[config.mk]
export PLATFORM = sky130hd
export DESIGN_NAME = cordic_vectoring_iter
export DESIGN_NICKNAME = d
export VERILOG_FILES = /design/src/rtl/cordic_pkg.sv /design/src/rtl/cordic_vec_step.sv /design/src/rtl/cordic_vectoring_iter.sv
export SDC_FILE = /design/constraint.sdc
export NUM_CORES = 1
export LEC_CHECK = 0
export BUFFER_PORTS_ARGS = -buffer_cell sky130_fd_sc_hd__buf_2
export CAP_MARGIN = 20
export CELL_PAD_IN_SITES_DETAIL_PLACEMENT = 1
export CELL_PAD_IN_SITES_GLOBAL_PLACEMENT = 2
export CORE_ASPECT_RATIO = 0.75
export CORE_MARGIN = 5
export CORE_UTILIZATION = 34
export DETAILED_ROUTE_END_ITERATION = 16
export HOLD_SLACK_MARGIN = 0.1
export PLACE_DENSITY = 0.85
export SLEW_MARGIN = 40
export SYNTH_ARGS = -nofsm -noshare
export SYNTH_HDL_FRONTEND = slang
export SYNTH_SLANG_ARGS = --single-unit
[constraint.sdc]
create_clock -name clk -period 5.9 [get_ports clk]
set_input_delay 0.295 -clock clk [delete_from_list [all_inputs] [get_ports clk]]
set_output_delay 0.295 -clock clk [all_outputs]
set_load 0.03 [all_outputs]
[src/rtl/cordic_pkg.sv]
// Shared constants and types for the CORDIC trig subsystem.
// All values are Q4.28 signed fixed point (1.0 == 0x10000000).
//   PI2 / NPI2 / PI : +pi/2, -pi/2, +pi
//   GAIN_K          : 1/K, the CORDIC gain compensation factor (0.6072529)
//   ATAN_TAB        : atan(2^-i) for i = 0..27, shared with the rotation unit
//   state_t         : iterative engine state encoding
package cordic_pkg;

  localparam logic signed [31:0] PI2    = 32'sh1921FB54;
  localparam logic signed [31:0] NPI2   = 32'shE6DE04AC;
  localparam logic signed [31:0] PI     = 32'sh3243F6A9;
  localparam logic signed [31:0] GAIN_K = 32'sh09B74EDA;

  localparam int ATAN_DEPTH = 28;

  // For i >= 10 the cubic term of atan is below 1 LSB, so entries are 2^(28-i).
  localparam logic signed [31:0] ATAN_TAB [ATAN_DEPTH] = '{
    32'sh0C90FDAA, 32'sh076B19C1, 32'sh03EB6EBF, 32'sh01FD5BA9,
    32'sh00FFAADD, 32'sh007FF557, 32'sh003FFEAB, 32'sh001FFFD5,
    32'sh000FFFFB, 32'sh0007FFFF, 32'sh00040000, 32'sh00020000,
    32'sh00010000, 32'sh00008000, 32'sh00004000, 32'sh00002000,
    32'sh00001000, 32'sh00000800, 32'sh00000400, 32'sh00000200,
    32'sh00000100, 32'sh00000080, 32'sh00000040, 32'sh00000020,
    32'sh00000010, 32'sh00000008, 32'sh00000004, 32'sh00000002
  };

  typedef logic [2:0] state_t;

  localparam state_t IDLE = 3'd0;
  localparam state_t PRE  = 3'd1;
  localparam state_t ITER = 3'd2;
  localparam state_t CORR = 3'd3;
  localparam state_t DONE = 3'd4;

endpackage

[src/rtl/cordic_vec_step.sv]
// One vectoring-mode CORDIC micro-rotation (purely combinational).
// The rotation direction is chosen to drive Y toward zero.
// Ports:
//   x, y, z                   : current vector and accumulated angle
//   shift                     : iteration index i (shift amount)
//   atan_val                  : atan(2^-i) in Q4.28
//   x_next, y_next, z_next    : rotated vector and updated angle
module cordic_vec_step #(
  parameter int N = 32
) (
  input  logic signed [N-1:0] x,
  input  logic signed [N-1:0] y,
  input  logic signed [N-1:0] z,
  input  logic        [4:0]   shift,
  input  logic signed [N-1:0] atan_val,
  output logic signed [N-1:0] x_next,
  output logic signed [N-1:0] y_next,
  output logic signed [N-1:0] z_next
);

  logic signed [N-1:0] xs;
  logic signed [N-1:0] ys;

  always_comb begin
    xs = x >>> shift;
    ys = y >>> shift;
    if (!y[N-1]) begin
      x_next = x + ys;
      y_next = y - xs;
      z_next = z + atan_val;
    end else begin
      x_next = x - ys;
      y_next = y + xs;
      z_next = z - atan_val;
    end
  end

endmodule

[src/rtl/cordic_vectoring_iter.sv]
// Iterative vectoring-mode CORDIC: (Xi, Yi) -> magnitude and atan2(Yi, Xi).
// One shared micro-rotation datapath is reused for I cycles.
// Build option: define CORDIC_VEC_GAIN_COMP_EN to add the CORR state that
// multiplies the result by 1/K (latency I+2). Without it, mag is the raw
// CORDIC-scaled X (about 1.64676 * |v|) and latency is I+1.
// Ports:
//   clk, rst_n            : clock, asynchronous active-low reset
//   in_valid / in_ready   : input handshake for Xi, Yi (Q4.28)
//   out_valid / out_ready : output handshake for mag, angle (Q4.28)
//   mag, angle            : magnitude and angle in (-pi, pi]
module cordic_vectoring_iter
  import cordic_pkg::*;
#(
  parameter int N = 32,
  parameter int I = 16
) (
  input  logic                clk,
  input  logic                rst_n,
  input  logic                in_valid,
  output logic                in_ready,
  input  logic signed [N-1:0] Xi,
  input  logic signed [N-1:0] Yi,
  output logic                out_valid,
  input  logic                out_ready,
  output logic signed [N-1:0] mag,
  output logic signed [N-1:0] angle
);

  localparam logic [4:0] LAST = 5'(I - 1);

  state_t              state;
  logic signed [N-1:0] x;
  logic signed [N-1:0] y;
  logic signed [N-1:0] z;
  logic        [4:0]   count;
  logic signed [N-1:0] x_step;
  logic signed [N-1:0] y_step;
  logic signed [N-1:0] z_step;
  logic signed [N-1:0] x_upd;
  logic signed [N-1:0] y_upd;
  logic signed [N-1:0] z_upd;
  logic                zero_vec;

  cordic_vec_step #(.N(N)) u_step (
    .x        (x),
    .y        (y),
    .z        (z),
    .shift    (count),
    .atan_val (ATAN_TAB[count]),
    .x_next   (x_step),
    .y_next   (y_step),
    .z_next   (z_step)
  );

  // A zero vector has no direction: freeze it so the angle stays exactly 0
  // instead of accumulating the atan table.
  assign zero_vec = (x == '0) && (y == '0);

  always_comb begin
    x_upd = zero_vec ? x : x_step;
    y_upd = zero_vec ? y : y_step;
    z_upd = zero_vec ? z : z_step;
  end

`ifdef CORDIC_VEC_GAIN_COMP_EN
  localparam int PW = 2 * N;
  logic signed [PW-1:0] prod;
  assign prod = PW'(x) * PW'(GAIN_K);
`endif

  assign in_ready  = (state == IDLE);
  assign out_valid = (state == DONE);

  always_ff @(posedge clk or negedge rst_n) begin
    if (!rst_n) begin
      state <= IDLE;
      x     <= '0;
      y     <= '0;
      z     <= '0;
      count <= '0;
      mag   <= '0;
      angle <= '0;
    end else begin
      case (state)
        IDLE: begin
          if (in_valid) begin
            x     <= Xi;
            y     <= Yi;
            state <= PRE;
          end
        end
        // Quadrant pre-rotation by +/-pi/2 brings the vector into the
        // right half-plane, where the iterations converge.
        PRE: begin
          if (!x[N-1]) begin
            z <= '0;
          end else if (!y[N-1]) begin
            x <= y;
            y <= -x;
            z <= PI2;
          end else begin
            x <= -y;
            y <= x;
            z <= NPI2;
          end
          count <= '0;
          state <= ITER;
        end
        ITER: begin
          x     <= x_upd;
          y     <= y_upd;
          z     <= z_upd;
          count <= count + 5'd1;
          if (count == LAST) begin
`ifdef CORDIC_VEC_GAIN_COMP_EN
            state <= CORR;
`else
            mag   <= x_upd;
            angle <= z_upd;
            state <= DONE;
`endif
          end
        end
`ifdef CORDIC_VEC_GAIN_COMP_EN
        // Truncating 64-bit product back to Q4.28.
        CORR: begin
          mag   <= prod[N+27:28];
          angle <= z;
          state <= DONE;
        end
`endif
        DONE: begin
          if (out_ready) state <= IDLE;
        end
        default: state <= IDLE;
      endcase
    end
  end

endmodule

### Word level (Yosys, flattened, before mapping)

Memory sizes are Yosys's and may differ from the RTL's.
Index checks and enable logic that the tools add are counted.

| word-level totals | value |
|---|---|
| RAM bits | 0 |
| memories | 1 |
| flip-flop bits (word level) | 168 |
| memory bits (read-only) | 1024 |
| logic and storage cells | 66 |
| latch bits | 0 |
| input port bits | 68 |

| cells by class | value |
|---|---|
| muxes and demuxes | 24 |
| shift-type cells | 2 |
| eq/ne operators | 9 |
| add/subtract/negate cells | 9 |
| bitwise gates (word level) | 1 |
| magnitude comparators | 1 |
| reduce and logical (&&, ||, !) cells | 11 |
| $mul | 0 |
| div/mod/pow operators | 0 |

Memories:

| name | depth | width | read ports | clocked after memory_dff | wr ports | RTL line | text |
|---|---|---|---|---|---|---|---|
| (no name shown) | 32 | 32 | 1 | 0 | 0 | cordic_vectoring_iter.sv:49 | `.atan_val (ATAN_TAB[count]),` |

Operators with widths:

| operator | count |
|---|---|
| $mux W32 | 16 |
| $pmux W32 S3 | 2 |
| $add A32 B32 Y32 | 3 |
| $sub A32 B32 Y32 | 3 |
| $logic_not A32 Y1 | 2 |
| $neg A32 Y32 | 2 |
| $pmux W32 S2 | 1 |
| $sshr A32 B5 Y32 | 2 |
| $pmux W3 S4 | 1 |
| $pmux W5 S2 | 1 |
| $mux W3 | 3 |
| $ne A2 B2 Y1 const B | 4 |
| $ge A6 B6 Y1 const B | 1 |
| $not A5 Y6 | 1 |
| $reduce_and A3 Y1 | 2 |
| $add A5 B1 Y5 const B | 1 |
| $eq A5 B4 Y1 const B | 1 |
| $reduce_and A2 Y1 | 2 |
| $reduce_and A4 Y1 | 1 |
| $eq A3 B1 Y1 const B | 1 |
| $eq A3 B2 Y1 const B | 1 |
| $eq A3 B3 Y1 const B | 1 |
| $logic_not A3 Y1 | 1 |
| $reduce_bool A3 Y1 | 1 |
| other kinds (3) | 3 |

### Longest topological paths before layout

Gate-level depths: netlist of run 1.

| depth | value |
|---|---|
| depth after elaboration | 8 |
| depth in mapped cells | 28 |
| gate-level depth less buffers | 22 |

### By module

From an unflattened synthesis of run 1, not the netlist that was laid out.

| second synthesis, totals | value |
|---|---|
| cells, all modules | 2575 |
| area, all modules | 20976.4 µm² |

Modules (own cells, without submodules):

| module | cells each | times used | area each (µm²) |
|---|---|---|---|
| cordic_vec_step | 1435 | 1 | 11084.4 |
| cordic_vectoring_iter | 1140 | 1 | 9892.0 |

### Least setup slack after synthesis of run 1

Ideal clock, no wire load.

| timing path | value |
|---|---|
| path type | register to register |
| start | register count[0] |
| end | register z[25] |
| path slack | -0.256 ns |
| arrival time | 6.022 ns |
| setup time | 0.135 ns |
| stages on the path, launching flop included | 28 |
| buffers on the path | 5 |
| path through | dfrtp_1 buf_2 inv_2 buf_2 buf_2 buf_2 ha_1 clkbuf_1 xnor2_1 a22oi_1 o211ai_1 a2111oi_1 nand4_1 nor4_1 nor3b_1 nor2_1 xnor2_1 ha_1 a21o_1 a21oi_1 o21ai_0 a22oi_1 nand2_1 a311o_1 a21o_1 a211o_1 a31oi_1 o21ai_0 |

| between the ends | value |
|---|---|
| cells in the longest elaborated chain, start to end | 8 |
| elaborated cells between the ends (all ways) | 9 |

RTL lines:

| what | RTL line | text |
|---|---|---|
| start: declaration | cordic_vectoring_iter.sv:35 | `logic [4:0] count;` |
| start signal: assignment | cordic_vectoring_iter.sv:113 | `count <= count + 5'd1;` |
| $not A5 Y6 (implied by the code) (*) | cordic_vectoring_iter.sv:49 |  |
| $mem_v2 Z32 W32 (*) | - |  |
| $mux W32 (implied by the code) (*) (2 in a row) | cordic_vectoring_iter.sv:49 |  |
| $add A32 B32 Y32 / $sub A32 B32 Y32 (equally long branches) | cordic_vec_step.sv:30, cordic_vec_step.sv:34 |  |
| $mux W32 (*) | cordic_vec_step.sv:27 | `if (!y[N-1]) begin` |
| $mux W32 (*) | cordic_vectoring_iter.sv:62 | `z_upd = zero_vec ? z : z_step;` |
| $pmux W32 S2 (*) | cordic_vectoring_iter.sv:84 | `case (state)` |
| end signal: assignment | cordic_vectoring_iter.sv:112 | `z <= z_upd;` |
| end: declaration | cordic_vectoring_iter.sv:34 | `logic signed [N-1:0] z;` |

Mark *: on every way between the ends. The rest lies on a longest branch, timed or not. The select of a mux whose other input is x is not followed.
A chain may end at the register's enable or synchronous reset.

### Final worst setup path of run 1

| timing path | value |
|---|---|
| start | register count[1] |
| end | register mag[31] |

| between the ends | value |
|---|---|
| cells in the longest elaborated chain, start to end | 4 |
| elaborated cells between the ends (all ways) | 7 |

RTL lines:

| what | RTL line | text |
|---|---|---|
| $sshr A32 B5 Y32 | cordic_vec_step.sv:26 | `ys = y >>> shift;` |
| $add A32 B32 Y32 / $sub A32 B32 Y32 (equally long branches) | cordic_vec_step.sv:28, cordic_vec_step.sv:32 |  |
| $mux W32 | cordic_vec_step.sv:27 |  |
| $mux W32 | cordic_vectoring_iter.sv:60 | `x_upd = zero_vec ? x : x_step;` |
| end signal: assignment | cordic_vectoring_iter.sv:118 | `mag <= x_upd;` |
| end: declaration | cordic_vectoring_iter.sv:25 | `output logic signed [N-1:0] mag,` |

Parallel ways exist; a longest one is shown, timed or not.

==> impl_results.md, run 1 <==
* Vias in the first global route at 23300
* Clk buf depth at 2
* Max-slew violations at 0
* Final hold vios at 0
* Ys flop type: dfrtp_1
* CTS Root Cell: clkbuf_16
* Reg2Reg Depth at 22
* Hold WC Path Type: input port to flop
* GR Util All Layers at 31.8%
* DP HPWL at 80.8 mm
* Crit path DAT at 6330 ps
* Die extent in x at 288 um
* Simple-gate share of the synthesized area at 18.4%
* Global route overflow at 0
* Fmax at 170 MHz
* Fraction of registers with async set or reset after synthesis at 100%
* Max-capacitance violation count at 0
* Startpoint types: flop
* Synth Area in Adders at 7.07%
* Final Cycle Share at 99.9%
* Final setup TNS at 0 ps
* Count of different cell masters after synthesis at 93
* DRT iter0 DRCs at 2417
* Placer Congestion at 1.00
* Final WL at 104 mm
* Hold Path Sink: y[21]
* Worst r2r src: count[1]
* FF-to-FF setup slack at 8 ps
* Sequential element share of the synthesized area at 21.3%
* Area after DPL at 0.0234 mm^2
* Die H at 219 um
* Synthesized instance count at 2475
* DR pass1 iterations at 10
* Layout cell share with drive strength beyond 1 at 28.7%
* Area Overhead vs Synth at 29.6%
* Post-synthesis compound-gate area fraction at 27.3%
* TritonCTS clock tree: done
* Rel. slew slack at 36.3%
* Worst-path fanout max at 8
* Avg Inst Size Synth at 7.99 um^2
* Post-Syn Nets at 2653
* Reg2reg end: mag[31]
* Largest net degree at the start of global routing at 95
* Clk pin slew, worst setup/hold paths at 80 ps
* Clock Sinks at 168
* Fin area at 0.0256 mm^2
* Input/output buffers at 133
* Total core area at 0.0575 mm^2
* RSZ-0062 raised after global routing: true
* Row cnt at 76
* Mux contribution to synthesized area at 11.7%
* Layout Skew at 13.8 ps
* Core Util, Final at 44.5%
* DIE AREA at 0.0631 mm^2
* Worst Hold Depth at 3
* Worst-margin pin slew at 952 ps
* Initial antenna violation count at 2
* Routed len/inst at 28.5 um
* Tmin final at 5890 ps
* First-pass GRT wire length at 151 mm
* Diode count at 0
* CTS buffer count at 17
* Number of fill cells in the layout at 6900
* Drt via density at 6.28
* Main combinational cell family by area after synthesis: compound AO/OA/AOI/OAI gates
* Synthesized flop and latch total at 168
* Mapped cell area at 0.0198 mm^2
* Final setup fails at 0
* Remaining DRCs at 0
* Yosys warns at 0
* Post-route ant nets at 0
* Fin nets at 3044
* Synth Area in XOR/XNOR at 9.11%
* IO Count at 134
* CP required at 6340 ps
* Hold_sp: Yi[21]
* Vias at 23000
* H-Tree Depth at 4
* Clock latency at the later pin of the worst-skew pair at 520 ps
* Post-synth EDFFs at 0
* Worst setup path category: flop to flop
* Nature of the critical path endpoint: flop
* Fin Hold WS at 117 ps
* Status: finished clean
* Initial core utilization at 34.4%
## synth_stat cells, drive strengths merged (10+ instances only)
| master | number | area [um^2] |
|---|---|---|
| nor2 | 246 | 923 |
| nand2 | 238 | 896 |
| o21ai | 202 | 1010 |
| a21oi | 197 | 986 |
| dfrtp | 168 | 4200 |
| xnor2 | 132 | 1160 |
| clkbuf | 128 | 480 |
| ha | 107 | 1340 |
| xor2 | 71 | 622 |
| mux2i | 62 | 649 |
| mux4 | 62 | 1430 |
| inv | 61 | 229 |
| buf | 57 | 320 |
| nor3 | 57 | 285 |
| nand3 | 50 | 250 |
| a21o | 44 | 330 |
| a221oi | 42 | 374 |
| a31oi | 35 | 219 |
| a211oi | 34 | 255 |
| o31ai | 31 | 233 |
| o211ai | 30 | 225 |
| nand2b | 29 | 181 |
| a22o | 28 | 245 |
| o22ai | 28 | 175 |
| and3 | 21 | 136 |
| mux2 | 21 | 236 |
| o21a | 21 | 158 |
| and2 | 20 | 125 |
| or3 | 20 | 125 |
| nor2b | 19 | 119 |
| a22oi | 18 | 135 |
| nor4 | 16 | 113 |
| o21bai | 14 | 105 |
| a222oi | 13 | 130 |
| nand4 | 12 | 75.1 |
| or2 | 12 | 75.1 |
| a211o | 10 | 87.6 |
| a221o | 10 | 100 |
| o31a | 10 | 87.6 |
## state kept, by name, indices dropped and copies added, names as in the netlist
name / count
angle: 32
z: 32
state: 3
y: 32
x: 32
mag: 32
count: 5
## through the flow
step / setup slack, ps / std cells
global placement: -399 / 3541
global route: -119 / 3659
detailed placement: -527 / 3543
floorplan: 98.9 / 2475
finish: 7.85 / 3659
CTS: -3.42 / 3610
## what timing repair did
item	4_1_cts	5_1_grt
gates resized for setup	35	162
hold buffers	30	0
setup endpoints to repair	24	54
gates cloned	0	1
endpoints found under the hold margin	121	0
pin swaps	7	72
setup buffers	5	49
## layout by cell type (no fill, tap or decap), types with 20 or more instances in the layout
master         netlist  routed
buf_4                9     372
a211oi_1            34      26
xnor2_1            132     126
nand2_1            237     235
inv_1               59      58
ha_1               107      96
dlygate4sd3_1        0      30
xor2_1              71      68
o21a_1              21      21
mux2_2              21      20
dfrtp_1            168     162
a31oi_1             35      31
mux2i_1             59      43
nand2b_1            29      28
nand3_1             50      46
mux4_2              53      59
or3_1               20      20
a22o_1              28      28
a21oi_1            197     179
o22ai_1             28      25
a21o_1              44      44
o31ai_1             31      27
nor3_1              57      53
a221oi_1            41      33
o21ai_0            199     179
o211ai_1            30      30
nor2_1             246     231
buf_2               21     132
## layer usage
metal  vias up  global-route usage, %  wire [um]
met5         -                      0         27
met4         4                   13.1       4430
met3       239                   9.80      11100
met2      1235                   47.1      44700
met1     11500                   43.2      43800
li1       9960                      -          -
## logic make-up (layout without fill, tap and decap cells)
logic type                 count (synthesis)  count (layout)
buffers and inverters                    246             650
muxes                                    145             145
adders and majority gates                110             110
and+or+nand+nor                          776             776
xor gates and xnor gates                 204             204
AOI/OAI and AO/OA                        826             826
DFF                                      168             168
## final cells by class
class	instances	area (um^2)	area share, %
Timing Repair Buffer	557	4160	16.2
Tap cell	780	976	3.81
Multi-Input combinational cell	2061	15400	60.2
Sequential cell	168	4220	16.5
Clock inverter	11	159	0.620
Clock buffer	21	460	1.80
Inverter	61	229	0.894
## worst max-delay path, stage by stage (launching register included)
cell	delay [ps]
dfrtp_4	510
buf_12	160
buf_12	130
mux4_2	520
mux4_2	480
or2_4	250
a22oi_2	290
nor4b_4	310
nor2b_4	210
nand4_1	180
nand2b_4	230
buf_4	160
o22ai_1	320
ha_1	240
nand4_1	200
nor2_1	140
nand3_1	130
a21oi_2	240
o211ai_1	150
and3_4	190
buf_6	110
or4_1	460
a31oi_1	190
## worst max-delay path by stage
stage	to	cells after the start	from
finish	mag[31]	22	count[1]
global placement	y[21]	23	count[2]
global route	mag[31]	22	count[1]
floorplan	z[25]	27	count[0]
CTS	y[21]	22	count[2]
detailed placement	y[21]	22	count[1]
Power of run 1 is left out: the tool's default activity adds up to more than one toggle a clock period on the data nets, which glitch-free logic cannot reach.
==> inputs of run 2 (changes only) <==
CORE_UTILIZATION = 35   (was 34)
PLACE_DENSITY = 0.86   (was 0.85)
SYNTH_HIERARCHICAL = 1   (was not set)
==> run 2 against run 1 <==
Compared with the run above: the run now ends with setup timing left; routed wire length grew 16%; via count grew 13%; area after synthesis grew 6.1%; count of clock-buffer cells in the layout shrank 4; utilization grew 5.8 points; non-clock buffer count grew 307; sequential share of layout area shrank 2.3 points; register-to-register slack lost 190 ps; synthesized cell count grew 4.0%; final area grew 16%; critical path depth grew 6.
==> impl_results.md, run 2 <==
* Status: finished with violations
* Failing checks: setup timing
* H-Tree Depth at 4 (unchanged)
* Diode count at 0 (unchanged)
* CP required at 6270 ps (-70 ps)
* Remaining DRCs at 0 (unchanged)
* Max-capacitance violation count at 0 (unchanged)
* Final WL at 121 mm (+16%)
* Most frequent cells in the layout: buf_4 (685), nand2_1 (293), nor2_1 (223), a21oi_1 (175), dfrtp_1 (159)
* Final setup fails at 22 (+22)
* DRT iter0 DRCs at 2605 (+7.8%)
* First-pass GRT wire length at 174 mm (+15%)
* Layout Skew at 10.5 ps (-3.31 ps)
* Die H at 222 um (+1.4%)
* Clk pin slew, worst setup/hold paths at 90 ps (about the same)
* DP Cell Count at 3990 (+13%)
* Final hold vios at 0 (unchanged)
* Worst Hold Depth at 3 (unchanged)
* Area Overhead vs Synth at 41.8%
* Clock Sinks at 168 (unchanged)
* CP bufs+invs at 7 (+3)
* RSZ-0062 raised after global routing: true
* Ys flop type: dfrtp_1
* FF-to-FF setup slack at -190 ps (-190 ps)
* IO Count at 134 (unchanged)
* DP HPWL at 94.0 mm (+16%)
* Hold WC Path Type: input port to flop
* Nature of the critical path endpoint: flop
* Rel. slew slack at 39.0% (+2.7 points)
* CP max-delay cell: mux4_2
* Fraction of registers with async set or reset after synthesis at 100% (unchanged)
* Initial antenna violation count at 2 (unchanged)
* Most common cell after layout, fill and taps aside: buf_4
* CP delay by family, top: compound AO/OA/AOI/OAI gates
* Yosys warns at 6 (+6)
* Die extent in x at 293 um (+1.5%)
* Fin area at 0.0298 mm^2 (+16%)
* CTS buffer count at 17 (unchanged)
* Row cnt at 77 (+1.3%)
* Crit path DAT at 6460 ps (+130 ps)
* Layout cell share with drive strength beyond 1 at 37.6% (+8.9 points)
* Core Util, Final at 50.3% (+5.8 points)
* Post-synth EDFFs at 0 (unchanged)
* Final Cycle Share at 103% (+3.3 points)
* Critical path's most frequent cell: buf_4
* Input/output buffers at 133 (unchanged)
* GR Util All Layers at 35.3% (+3.4 points)
* Total core area at 0.0592 mm^2 (+2.8%)
* Fmax at 164 MHz (-3.2%)
* Grt met3 use at 10.3% (+0.54 points)
* Fin worst setup slack at -186 ps (-194 ps)
* CTS Root Cell: clkbuf_16
* Placer Congestion at 1.01 (+0.82%)
* Reg2reg end: y[30]
* Max-slew violations at 0 (unchanged)
* Post-route ant nets at 0 (unchanged)
* Synthesized flop and latch total at 168 (unchanged)
* Top post-synthesis cells by area: dfrtp_1 (20%), mux4_2 (8.2%), ha_1 (6.9%)
* Yosys top cell area share at 20.0% (-1.2 points)
* Count leader, synth: nand2_1
* GRT busiest layer: met2
* Vias in the first global route at 26200 (+13%)
* Startpoint types: flop
* DR pass1 iterations at 6 (-4)
* Hold_sp: Yi[21]
* Drt via density at 6.32 (+0.60%)
* Delay of the slowest critical-path stage at 550 ps (+30 ps)
* Top cells by count, synth: nand2_1 (303), nor2_1 (235), a21oi_1 (201)
* Sequential element share of the synthesized area at 20.0% (-1.2 points)
* Hold Path Sink: y[21]
* Tmin final at 6090 ps (+194 ps)
* GRT met2 Usage at 52.2% (+5.0 points)
* Post-synth top area cell: dfrtp_1
* TritonCTS clock tree: done
* Avg Inst Size Synth at 8.15 um^2 (+2.0%)
* Clock latency at the later pin of the worst-skew pair at 520 ps (about the same)
* Reg2Reg Depth at 28 (+27%)
* Routed len/inst at 29.5 um (+3.7%)
* Worst setup path category: flop to flop
* Initial core utilization at 35.5% (+1.1 points)
* Mapped cell area at 0.0210 mm^2 (+6.1%)
* Count of different cell masters after synthesis at 106 (+14%)
* DIE AREA at 0.0650 mm^2 (+2.9%)
* Fin cells at 4106 (+12%)
* Synthesized instance count at 2575 (+4.0%)
* Final setup TNS at -1810 ps (-1810 ps)
* Worst r2r src: count[0]
* Grt met1 use at 49.9% (+6.7 points)
* Fin nets at 3489 (+15%)
* Worst-path fanout max at 8 (unchanged)
* Global route overflow at 0 (unchanged)
* Clk buf depth at 2 (unchanged)
* Vias at 26000 (+13%)
* Area after DPL at 0.0270 mm^2 (+15%)
* Largest net degree at the start of global routing at 112 (+18%)
* Worst-margin pin slew at 912 ps (-39.4 ps)
## run 2: changes by cell type in the layout (fill, tap and decap cells not counted), sizes merged, moves of 22 or more
cell / delta
a221o: +22
a31oi: +35
buf: +328
dlygate4sd3: -23
nand2: +66
## run 2: metal layers
layer | vias up | wire length [um]
li1 | 11100 | -
met1 | 13200 | 52600
met2 | 1401 | 51000
met3 | 243 | 13500
met4 | 2 | 3990
met5 | - | 13
## run 2: worst max path at each step
stage	startpoint	to	depth (start not counted)
3_3_place_gp	count[1]	y[31]	26
6_report	count[0]	y[30]	28
4_1_cts	count[1]	y[30]	27
5_1_grt	count[0]	y[30]	28
3_5_place_dp	count[0]	y[31]	26
2_1_floorplan	count[0]	y[30]	26
## run 2: per-stage QoR
stage,hold slack (ps),worst slack (ps)
after floorplan,-0.591,33.8
after global placement,398,-650
after detailed placement,404,-680
after CTS,102,-56.5
after global routing,102,-434
final,111,-186
## run 2: final cells by class
| class | count | area [um^2] |
|---|---|---|
| clock buffer | 17 | 425 |
| clock inverter | 15 | 194 |
| fill | 7029 | 29400 |
| inverter | 68 | 262 |
| multi-input combinational | 2184 | 17100 |
| sequential | 168 | 4230 |
| tap | 790 | 988 |
| timing repair buffer | 864 | 6540 |
## run 2: worst min-delay path, cell delays in order
cell,delay [ps]
buf_2,100
a221oi_2,50
a21oi_1,140
## run 2: what timing repair did
item	CTS	global route
buffers inserted	35	43
gates resized for setup	161	154
cloned	1	2
hold endpoints to repair	78	0
pin swaps	73	95
hold buffers	7	0
setup endpoints to repair	52	53
## run 2: logic make-up after synthesis
group / share of synthesized area, %
DFF: 20.0
other: 0.0179
and+or+nand+nor: 18.7
buffers and inverters: 5.01
xor gates and xnor gates: 8.51
AOI/OAI and AO/OA: 26.4
muxes: 14.2
adders and majority gates: 7.15
Power of run 2 is left out for the same reason.
